File: src/rtl/subword_access_unit_pkg.sv
// mem_access_pkg: access sizes, RMW states and lane count shared by the subword access unit
package mem_access_pkg;
  typedef enum logic [1:0] {SIZE_BYTE, SIZE_HALF, SIZE_WORD, SIZE_RSVD} mem_size_t;
  typedef enum logic [1:0] {IDLE, RMW_READ, RMW_WRITE} mem_state_t;
  localparam int BYTE_LANES = 4;
endpackage

File: src/rtl/subword_access_unit_if.sv
// subword_access_unit_if: CPU-side and memory-side bus of the subword access unit
interface subword_access_unit_if
  import mem_access_pkg::*;
#(
  parameter int AW = 32,
  parameter int DW = 32
);
  logic            req;
  logic            write;
  mem_size_t       size;
  logic            sign_ext;
  logic [AW-1:0]   addr;
  logic [DW-1:0]   wdata;
  logic [DW-1:0]   rdata;
  logic            busy;
  logic            addr_error;
  logic [AW-1:0]   mem_addr;
  logic            mem_write;
  logic [DW-1:0]   mem_din;
  logic [DW-1:0]   mem_dout;
  logic            mem_busy;
  modport master (
    output req, write, size, sign_ext, addr, wdata, mem_dout, mem_busy,
    input  rdata, busy, addr_error, mem_addr, mem_write, mem_din
  );
  modport slave (
    input  req, write, size, sign_ext, addr, wdata, mem_dout, mem_busy,
    output rdata, busy, addr_error, mem_addr, mem_write, mem_din
  );
endinterface

File: src/rtl/subword_access_unit_merge.sv
// store_lane_merge: replaces the addressed byte/halfword lane of old_word with store data
module store_lane_merge
  import mem_access_pkg::*;
(
  input  logic [31:0] old_word,
  input  logic [31:0] wdata,
  input  mem_size_t   size,
  input  logic [1:0]  lane,
  output logic [31:0] merged
);
  logic [31:0] mask, data;
  always_comb begin
    mask = size == SIZE_BYTE ? 32'h0000_00ff << {lane, 3'b000} :
           size == SIZE_HALF ? 32'h0000_ffff << {lane[1], 4'b0000} : '1;
    data = size == SIZE_BYTE ? {BYTE_LANES{wdata[7:0]}} :
           size == SIZE_HALF ? {2{wdata[15:0]}} : wdata;
    merged = (old_word & ~mask) | (data & mask);
  end
endmodule

File: src/rtl/subword_access_unit.sv
// subword_access_unit: byte/half/word CPU accesses onto word-only memory; MISALIGN_TRAP_EN enables addr_error
module subword_access_unit
  import mem_access_pkg::*;
#(
  parameter int AW = 32,
  parameter int DW = 32
) (
  input logic clk,
  input logic reset,
  subword_access_unit_if.slave bus
);
  mem_state_t    state;
  logic [DW-1:0] merge_q, merged, ext;
  logic [7:0]    b;
  logic [15:0]   h;
  logic          idle_req, err, sub_st;
  assign idle_req = state == IDLE && bus.req && !reset;
`ifdef MISALIGN_TRAP_EN
  assign err = idle_req && (bus.size == SIZE_RSVD ||
                            (bus.size == SIZE_HALF && bus.addr[0]) ||
                            (bus.size == SIZE_WORD && bus.addr[1:0] != 2'b00));
`else
  assign err = 1'b0;
`endif
  // size[1] set means word access; reserved size only reaches here as a word when untrapped
  assign sub_st = idle_req && bus.write && !bus.size[1] && !err;
  store_lane_merge u_merge (
    .old_word(bus.mem_dout),
    .wdata   (bus.wdata),
    .size    (bus.size),
    .lane    (bus.addr[1:0]),
    .merged  (merged)
  );
  always_comb begin
    b = bus.mem_dout[{bus.addr[1:0], 3'b000} +: 8];
    h = bus.mem_dout[{bus.addr[1], 4'b0000} +: 16];
    ext = bus.size == SIZE_BYTE ? {{24{bus.sign_ext & b[7]}}, b} :
          bus.size == SIZE_HALF ? {{16{bus.sign_ext & h[15]}}, h} : bus.mem_dout;
    bus.rdata = idle_req && !bus.write && !err ? ext : '0;
    bus.addr_error = err;
    bus.mem_addr = {bus.addr[AW-1:2], 2'b00};
    bus.mem_din = state == RMW_WRITE ? merge_q : bus.wdata;
    bus.mem_write = !reset && (state == RMW_WRITE || (idle_req && bus.write && bus.size[1] && !err));
    bus.busy = !reset && (state == RMW_READ || (state == RMW_WRITE && bus.mem_busy) ||
                          (idle_req && !err && (sub_st || bus.mem_busy)));
  end
  always_ff @(posedge clk) begin
    if (reset) begin
      state <= IDLE;
      merge_q <= '0;
    end else begin
      unique case (state)
        IDLE: if (sub_st) state <= RMW_READ;
        RMW_READ:
          if (!bus.req) state <= IDLE;
          else if (!bus.mem_busy) begin
            merge_q <= merged;
            state <= RMW_WRITE;
          end
        RMW_WRITE: if (!bus.mem_busy) state <= IDLE;
        default: state <= IDLE;
      endcase
    end
  end
endmodule

File: src/flat_wrapper.sv
// flat-port wrapper written by rule: the top's interface ports become plain ports
module subword_access_unit_flat import mem_access_pkg::*;
#(
  parameter int AW = 32,
  parameter int DW = 32
)
  (clk, reset, bus_req, bus_write, bus_size, bus_sign_ext, bus_addr, bus_wdata, bus_mem_dout, bus_mem_busy, bus_rdata, bus_busy, bus_addr_error, bus_mem_addr, bus_mem_write, bus_mem_din);
  subword_access_unit_if #(.AW(AW), .DW(DW)) bus_i ();
  input logic clk;
  input logic reset;
  input wire logic [$bits(bus_i.req)-1:0] bus_req;
  input wire logic [$bits(bus_i.write)-1:0] bus_write;
  input wire logic [$bits(bus_i.size)-1:0] bus_size;
  input wire logic [$bits(bus_i.sign_ext)-1:0] bus_sign_ext;
  input wire logic [$bits(bus_i.addr)-1:0] bus_addr;
  input wire logic [$bits(bus_i.wdata)-1:0] bus_wdata;
  input wire logic [$bits(bus_i.mem_dout)-1:0] bus_mem_dout;
  input wire logic [$bits(bus_i.mem_busy)-1:0] bus_mem_busy;
  output wire logic [$bits(bus_i.rdata)-1:0] bus_rdata;
  output wire logic [$bits(bus_i.busy)-1:0] bus_busy;
  output wire logic [$bits(bus_i.addr_error)-1:0] bus_addr_error;
  output wire logic [$bits(bus_i.mem_addr)-1:0] bus_mem_addr;
  output wire logic [$bits(bus_i.mem_write)-1:0] bus_mem_write;
  output wire logic [$bits(bus_i.mem_din)-1:0] bus_mem_din;
  assign bus_i.req = bus_req;
  assign bus_i.write = bus_write;
  assign bus_i.size = bus_size;
  assign bus_i.sign_ext = bus_sign_ext;
  assign bus_i.addr = bus_addr;
  assign bus_i.wdata = bus_wdata;
  assign bus_i.mem_dout = bus_mem_dout;
  assign bus_i.mem_busy = bus_mem_busy;
  assign bus_rdata = bus_i.rdata;
  assign bus_busy = bus_i.busy;
  assign bus_addr_error = bus_i.addr_error;
  assign bus_mem_addr = bus_i.mem_addr;
  assign bus_mem_write = bus_i.mem_write;
  assign bus_mem_din = bus_i.mem_din;
  subword_access_unit #(.AW(AW), .DW(DW)) u_core (.clk(clk), .reset(reset), .bus(bus_i));
endmodule
File: config.mk
export PLATFORM = sky130hd
export DESIGN_NAME = subword_access_unit_flat
export DESIGN_NICKNAME = d
export VERILOG_FILES = /design/src/rtl/subword_access_unit_pkg.sv /design/src/rtl/subword_access_unit_if.sv /design/src/rtl/subword_access_unit_merge.sv /design/src/rtl/subword_access_unit.sv /design/src/flat_wrapper.sv
export SDC_FILE = /design/constraint.sdc
export NUM_CORES = 1
export LEC_CHECK = 0
export BUFFER_PORTS_ARGS = -buffer_cell sky130_fd_sc_hd__buf_4
export CORE_MARGIN = 2
export CORE_UTILIZATION = 45
export DETAILED_ROUTE_END_ITERATION = 6
export PLACE_DENSITY_LB_ADDON = 0.3
export SYNTH_ARGS = -nofsm -noshare
export SYNTH_HDL_FRONTEND = slang
export SYNTH_SLANG_ARGS = --single-unit
File: constraint.sdc
create_clock -name clk -period 2.2 [get_ports clk]
set_input_delay 0.11 -clock clk [delete_from_list [all_inputs] [get_ports clk]]
set_output_delay 0.11 -clock clk [all_outputs]
set_load 0.1 [all_outputs]
Yosys cells after proc, flatten, opt, wreduce, memory -nomap -nowiden. Cells that the tools add are included. W data, S select, Z words.

Add/sub/neg operators: 0. Multipliers: 0. Divide/modulo/power cells: 0. Order comparisons: 0. Equal/unequal tests: 6. Shift-type cells: 4. Mux-type cells: 13. Bitwise gates (word level): 7. Reductions and logical operators: 21.

Operators by type and width (count): $mux W32 (8); $and A32 B32 Y32 (2); $not A32 Y32 (1); $or A32 B32 Y32 (1); $shiftx A32 B6 Y16 (1); $shiftx A32 B6 Y8 (1); $shl A16 B5 Y32 const A (1); $shl A8 B5 Y32 const A (1); $logic_and A1 B1 Y1 (10); $mux W2 (4); $pmux W2 S3 (1); $reduce_and A3 Y1 (2); $eq A2 B1 Y1 const B (2); $logic_not A2 Y1 (2); $logic_or A1 B1 Y1 (4); $logic_not A1 Y1 (3); $ne A3 B3 Y1 const B (1); $and A1 B1 Y1 (2); $eq A2 B2 Y1 const B (1); $ne A2 B1 Y1 const B (1); $ne A2 B2 Y1 const B (1); $not A1 Y1 (1).

Flip-flop bits (word level): 34. Bits in latches: 0. Bits in writable memories: 0. Memory bits (read-only): 0. Bits of input ports: 104. Output and inout bits: 99. Logic and storage cells: 53. Memories: 0.

Depth between registers and ports, before layout.
Depth after elaboration: 9. Gate-level depth with buffers: 6. Mapped depth without buffers: 3.

Hierarchy. A second synthesis with hierarchy kept.

Cell total of the unflattened synthesis: 464. Area total of the unflattened synthesis: 3858.7 um^2.

Modules (own cells, without submodules): subword_access_unit (instances 1, cells each 368, area each 3093.0 um^2, seq. area each 680.7 um^2); store_lane_merge (instances 1, cells each 96, area each 765.7 um^2, seq. area each 0.0 um^2).

Worst setup path before layout. No wires, ideal clock.

Kind: register to output. Start point: reg u_core.state[1]. End point: out bus_rdata[18]. Data arrival time: 5.643 ns. Data required time: 2.090 ns. Slack: -3.553 ns. Cell stages (with the launch flop): 5. Buffers on the path: 1. Cells stage by stage: dfxtp_1 -> nor3b_1 -> nand2_1 -> clkbuf_1 -> a2111oi_0.

Cells in the longest elaborated chain, start to end: 5.

RTL lines: start: declaration (line subword_access_unit.sv:12) `mem_state_t state;`; start signal: assignment (line subword_access_unit.sv:49) `state <= IDLE;`; start signal: assignment (line subword_access_unit.sv:53) `IDLE: if (sub_st) state <= RMW_READ;`; start signal: assignment (line subword_access_unit.sv:55) `if (!bus.req) state <= IDLE;`; $logic_not A2 Y1 (line subword_access_unit.sv:17) `assign idle_req = state == IDLE && bus.req && !reset;`; $logic_and A1 B1 Y1 (2 in series) (line subword_access_unit.sv:17); $logic_and A1 B1 Y1 (line subword_access_unit.sv:39) `bus.rdata = idle_req && !bus.write && !err ? ext : '0;`; $mux W32 (line subword_access_unit.sv:39); end: declaration (line flat_wrapper.sv:19) `output wire logic [$bits(bus_i.rdata)-1:0] bus_rdata;`.

No other way between the ends.

Final worst setup path.
Start point: reg u_core.state[1]. End point: out bus_rdata[11].

Same word-level chain as after synthesis.

==> metrics.txt <==
# TYPE chip_impl_metric gauge
chip_impl_info{name="top_cell_type_by_total_area_after_synthesis",value="dfxtp_1"} 1
chip_impl_metric{name="detail-route-antenna-nets",unit=""} 0
chip_impl_info{name="category_of_the_critical_setup_timing_path",value="reg2out"} 1
chip_impl_metric{name="initial_antenna_violation_count",unit=""} 0
chip_impl_metric{name="placement.io_buffers",unit=""} 139
chip_impl_metric{name="pwr_density_cell",unit="nW/um2"} 453
chip_impl_metric{name="drt_first_pass_iters",unit=""} 5
chip_impl_metric{name="hpwlAfterDp",unit="mm"} 9.61
chip_impl_metric{name="die_w",unit="um"} 94.0
chip_impl_metric{name="detailedPlace.worstSlack",unit="ns"} 0.316
chip_impl_info{name="critical_path.cell_chain",value="nor3b_2, nand2_2, buf_12, a2111oi_4, buf_4"} 1
chip_impl_metric{name="die_h",unit="um"} 94.0
chip_impl_metric{name="detailedRoute.firstIterationViolations",unit=""} 451
chip_impl_metric{name="postSynthAreaPerCell",unit="um2"} 8.32
chip_impl_metric{name="drt_wl_total",unit="mm"} 12.9
chip_impl_metric{name="drive_gt1_share",unit="%"} 49.4
chip_impl_metric{name="clock_insertion_delay_at_the_later_pin_of_the_skew_report",unit="ns"} 0.29
chip_impl_info{name="critPathCaptureType",value="output port"} 1
chip_impl_metric{name="area_growth",unit="%"} 39.9
chip_impl_metric{name="synth-seq-area-share",unit="%"} 18.7
chip_impl_metric{name="post_synth_num_cell_types",unit=""} 48
chip_impl_metric{name="fillers",unit=""} 678
chip_impl_metric{name="cts.path.max_buffers",unit=""} 2
chip_impl_info{name="layout.cells.most_common",value="buf_4"} 1
chip_impl_metric{name="fp.dieArea",unit="um2"} 8830
chip_impl_metric{name="power.total",unit="W"} 0.00231
chip_impl_metric{name="grt_start_max_net_pins",unit=""} 45
chip_impl_metric{name="wl_per_cell",unit="um"} 20.7
chip_impl_info{name="most_frequent_cells_in_the_layout",value="buf_4 (151), mux2_2 (40), dfxtp_1 (33)"} 1
chip_impl_info{name="synth-main-ff-cell",value="dfxtp_1"} 1
chip_impl_info{name="tritoncts_clock_tree",value="built"} 1
chip_impl_metric{name="ioPinCount",unit=""} 203
chip_impl_metric{name="clkSlewWorstSetupHoldPaths",unit="ns"} 0.08
chip_impl_metric{name="drv.max_cap_violation_count",unit=""} 0
chip_impl_info{name="outcome",value="finished, final reports clean"} 1
chip_impl_metric{name="start_util",unit="%"} 46.9
chip_impl_info{name="min-delay-path-class",value="in2reg"} 1
chip_impl_metric{name="netlist_instances",unit=""} 438
chip_impl_metric{name="synth-seq-cells",unit=""} 34
chip_impl_metric{name="postCtsSetupBuffers",unit=""} 0
chip_impl_metric{name="maxClockFrequency",unit="GHz"} 0.472
chip_impl_metric{name="instances_no_fill",unit=""} 622
chip_impl_info{name="root_buf_cell",value="clkbuf_8"} 1
chip_impl_info{name="start_kind",value="register"} 1
chip_impl_metric{name="grt_pass1_wl",unit="mm"} 19.9
chip_impl_info{name="grt_setup_unrepaired",value="no"} 1
chip_impl_metric{name="share_of_flip_flops_with_an_asynchronous_set_or_reset",unit="%"} 0
chip_impl_metric{name="row_count",unit=""} 32
chip_impl_metric{name="mappedNetlistArea",unit="um2"} 3640
chip_impl_info{name="synthTopCellsByArea",value="dfxtp_1 (19%), mux2_2 (12%), buf_4 (6.8%)"} 1
chip_impl_metric{name="gp_congestion",unit=""} 0.904
chip_impl_metric{name="drcViolationCount",unit=""} 0
chip_impl_metric{name="timing_worst_slew_pin_value",unit="ns"} 0.698
chip_impl_metric{name="signal_arrival_time_at_the_worst_endpoint",unit="ns"} 2.01
chip_impl_metric{name="critPathRequiredTime",unit="ns"} 2.09
chip_impl_metric{name="cts-hold-fix-buffers",unit=""} 0
chip_impl_metric{name="vias_per_cell",unit=""} 6.34
chip_impl_metric{name="timing_hold_violations_final",unit=""} 0
chip_impl_metric{name="grt_pass1_vias",unit=""} 3775
chip_impl_metric{name="numCtsBuffers",unit=""} 5
chip_impl_metric{name="globalRoute.totalOverflow",unit=""} 0
chip_impl_metric{name="timing.final.max_slew_violations",unit=""} 0
chip_impl_metric{name="floorplan.core_area",unit="um2"} 7770
chip_impl_metric{name="netlist.area_leader.share",unit="%"} 18.7
chip_impl_metric{name="critical_path.max_stage_delay",unit="ns"} 0.38
chip_impl_metric{name="n_antenna_cell",unit=""} 0
chip_impl_metric{name="yosys_warnings",unit=""} 0
chip_impl_metric{name="period_needed",unit="ns"} 2.12
chip_impl_metric{name="slew_headroom",unit="%"} 53.5
chip_impl_metric{name="grt_usage",unit="%"} 28.6
chip_impl_metric{name="synth-edff-count",unit=""} 0
chip_impl_metric{name="cts.htree.levels",unit=""} 2
chip_impl_metric{name="timing.critical_path.fanout_max",unit=""} 32
chip_impl_info{name="crit_slowest_cell",value="dfxtp_2"} 1
chip_impl_metric{name="finalSetupViolCount",unit=""} 0
chip_impl_metric{name="min_period_over_period",unit="%"} 96.3
chip_impl_metric{name="cts-resized-gates",unit=""} 0
chip_impl_metric{name="final_nets",unit=""} 623
chip_impl_metric{name="timing.clock.skew",unit="ns"} 0.00901
chip_impl_metric{name="power.leakage",unit="nW"} 1.94
chip_impl_metric{name="vdd_drop_max",unit="V"} 0.000204
chip_impl_metric{name="count_of_vias_placed_by_the_detailed_router",unit=""} 3941
chip_impl_metric{name="place.detailed.instances",unit=""} 614
chip_impl_metric{name="setup_slack",unit="ns"} 0.0808
chip_impl_metric{name="clock_sinks",unit=""} 34
## cells in the mapped netlist (9+ instances only)
cell	n
buf_2	13
nand3b_1	16
nand2_1	11
nor2_1	18
clkbuf_1	27
o32a_1	9
a21o_1	16
a2111oi_0	22
mux2_2	40
a211oi_1	15
dfxtp_1	34
a21oi_1	12
nor2b_1	11
buf_4	33
inv_1	32
a2111oi_2	9
o32ai_1	14
nand3_1	9
## flip-flops by register name (all words and copies together), names as in the netlist
register,flops
u_core.state,2
u_core.merge_q,32
## cell families (layout without fill, tap and decap cells)
logic type,Yosys count,count (layout),synth area share [%]
muxes,44,44,13.8
DFF,34,34,18.7
other,1,3,0.103
buffers and inverters,117,197,16.9
AOI/OAI and AO/OA,154,154,36.3
and+or+nand+nor,88,88,14.2
## per-layer routing
metal | global-route usage [%] | part of all wire (%)
met5 | 0 | 0
met4 | 10.5 | 2.6
met3 | 5.14 | 9.0
met2 | 46.3 | 47
met1 | 37.8 | 42
## per-stage QoR
stage               setup TNS (ns)  area [um2]  hold WS (ns)  util, %
finish                           0        5090         0.122     65.6
global route                     0        5090         0.126     65.6
CTS                              0        5090         0.127     65.6
detailed placement               0        4980         0.221     64.2
global placement                 0        4980         0.221     64.2
floorplan                    -1.97        4160         0.268        -
## final timing paths
kind	slack, ns	end	cells after the start	from
setup / recovery	0.08	bus_rdata[11]	5	u_core.state[1]$_SDFFE_PP0P_
hold / removal	0.12	u_core.state[0]$_SDFFE_PP0P_	3	reset
setup reg to reg	0.54	u_core.merge_q[14]$_SDFFE_PP0P_	4	u_core.state[0]$_SDFFE_PP0P_
hold reg to reg	0.48	u_core.merge_q[10]$_SDFFE_PP0P_	1	u_core.merge_q[10]$_SDFFE_PP0P_
## where the power goes
group	internal (W)	switching (W)	leakage [nW]
Combinational	0.000327	0.000793	1.61
Sequential	0.000623	0.00000512	0.275
Clock	0.000317	0.000246	0.0575
Total	0.00127	0.00104	1.94
## final cells by class
type                    count  area, um2  share of cell area, %
repair buffers            155       1210                   23.8
flip-flops and latches     34        682                   13.4
well taps                 102        128                   2.50
multi-input cells         289       2830                   55.6
clock buffers               8        110                   2.16
inverters                  34        128                   2.50
## critical path: cells and delay by family, from the launching register on
kind                   cells  cell delay [ns]
flip-flops                 1             0.38
buffers and inverters      2             0.57
AND/OR/NAND/NOR            2             0.36
AO/OA/AOI/OAI              1             0.37
Power figures use the tool's default switching activity.
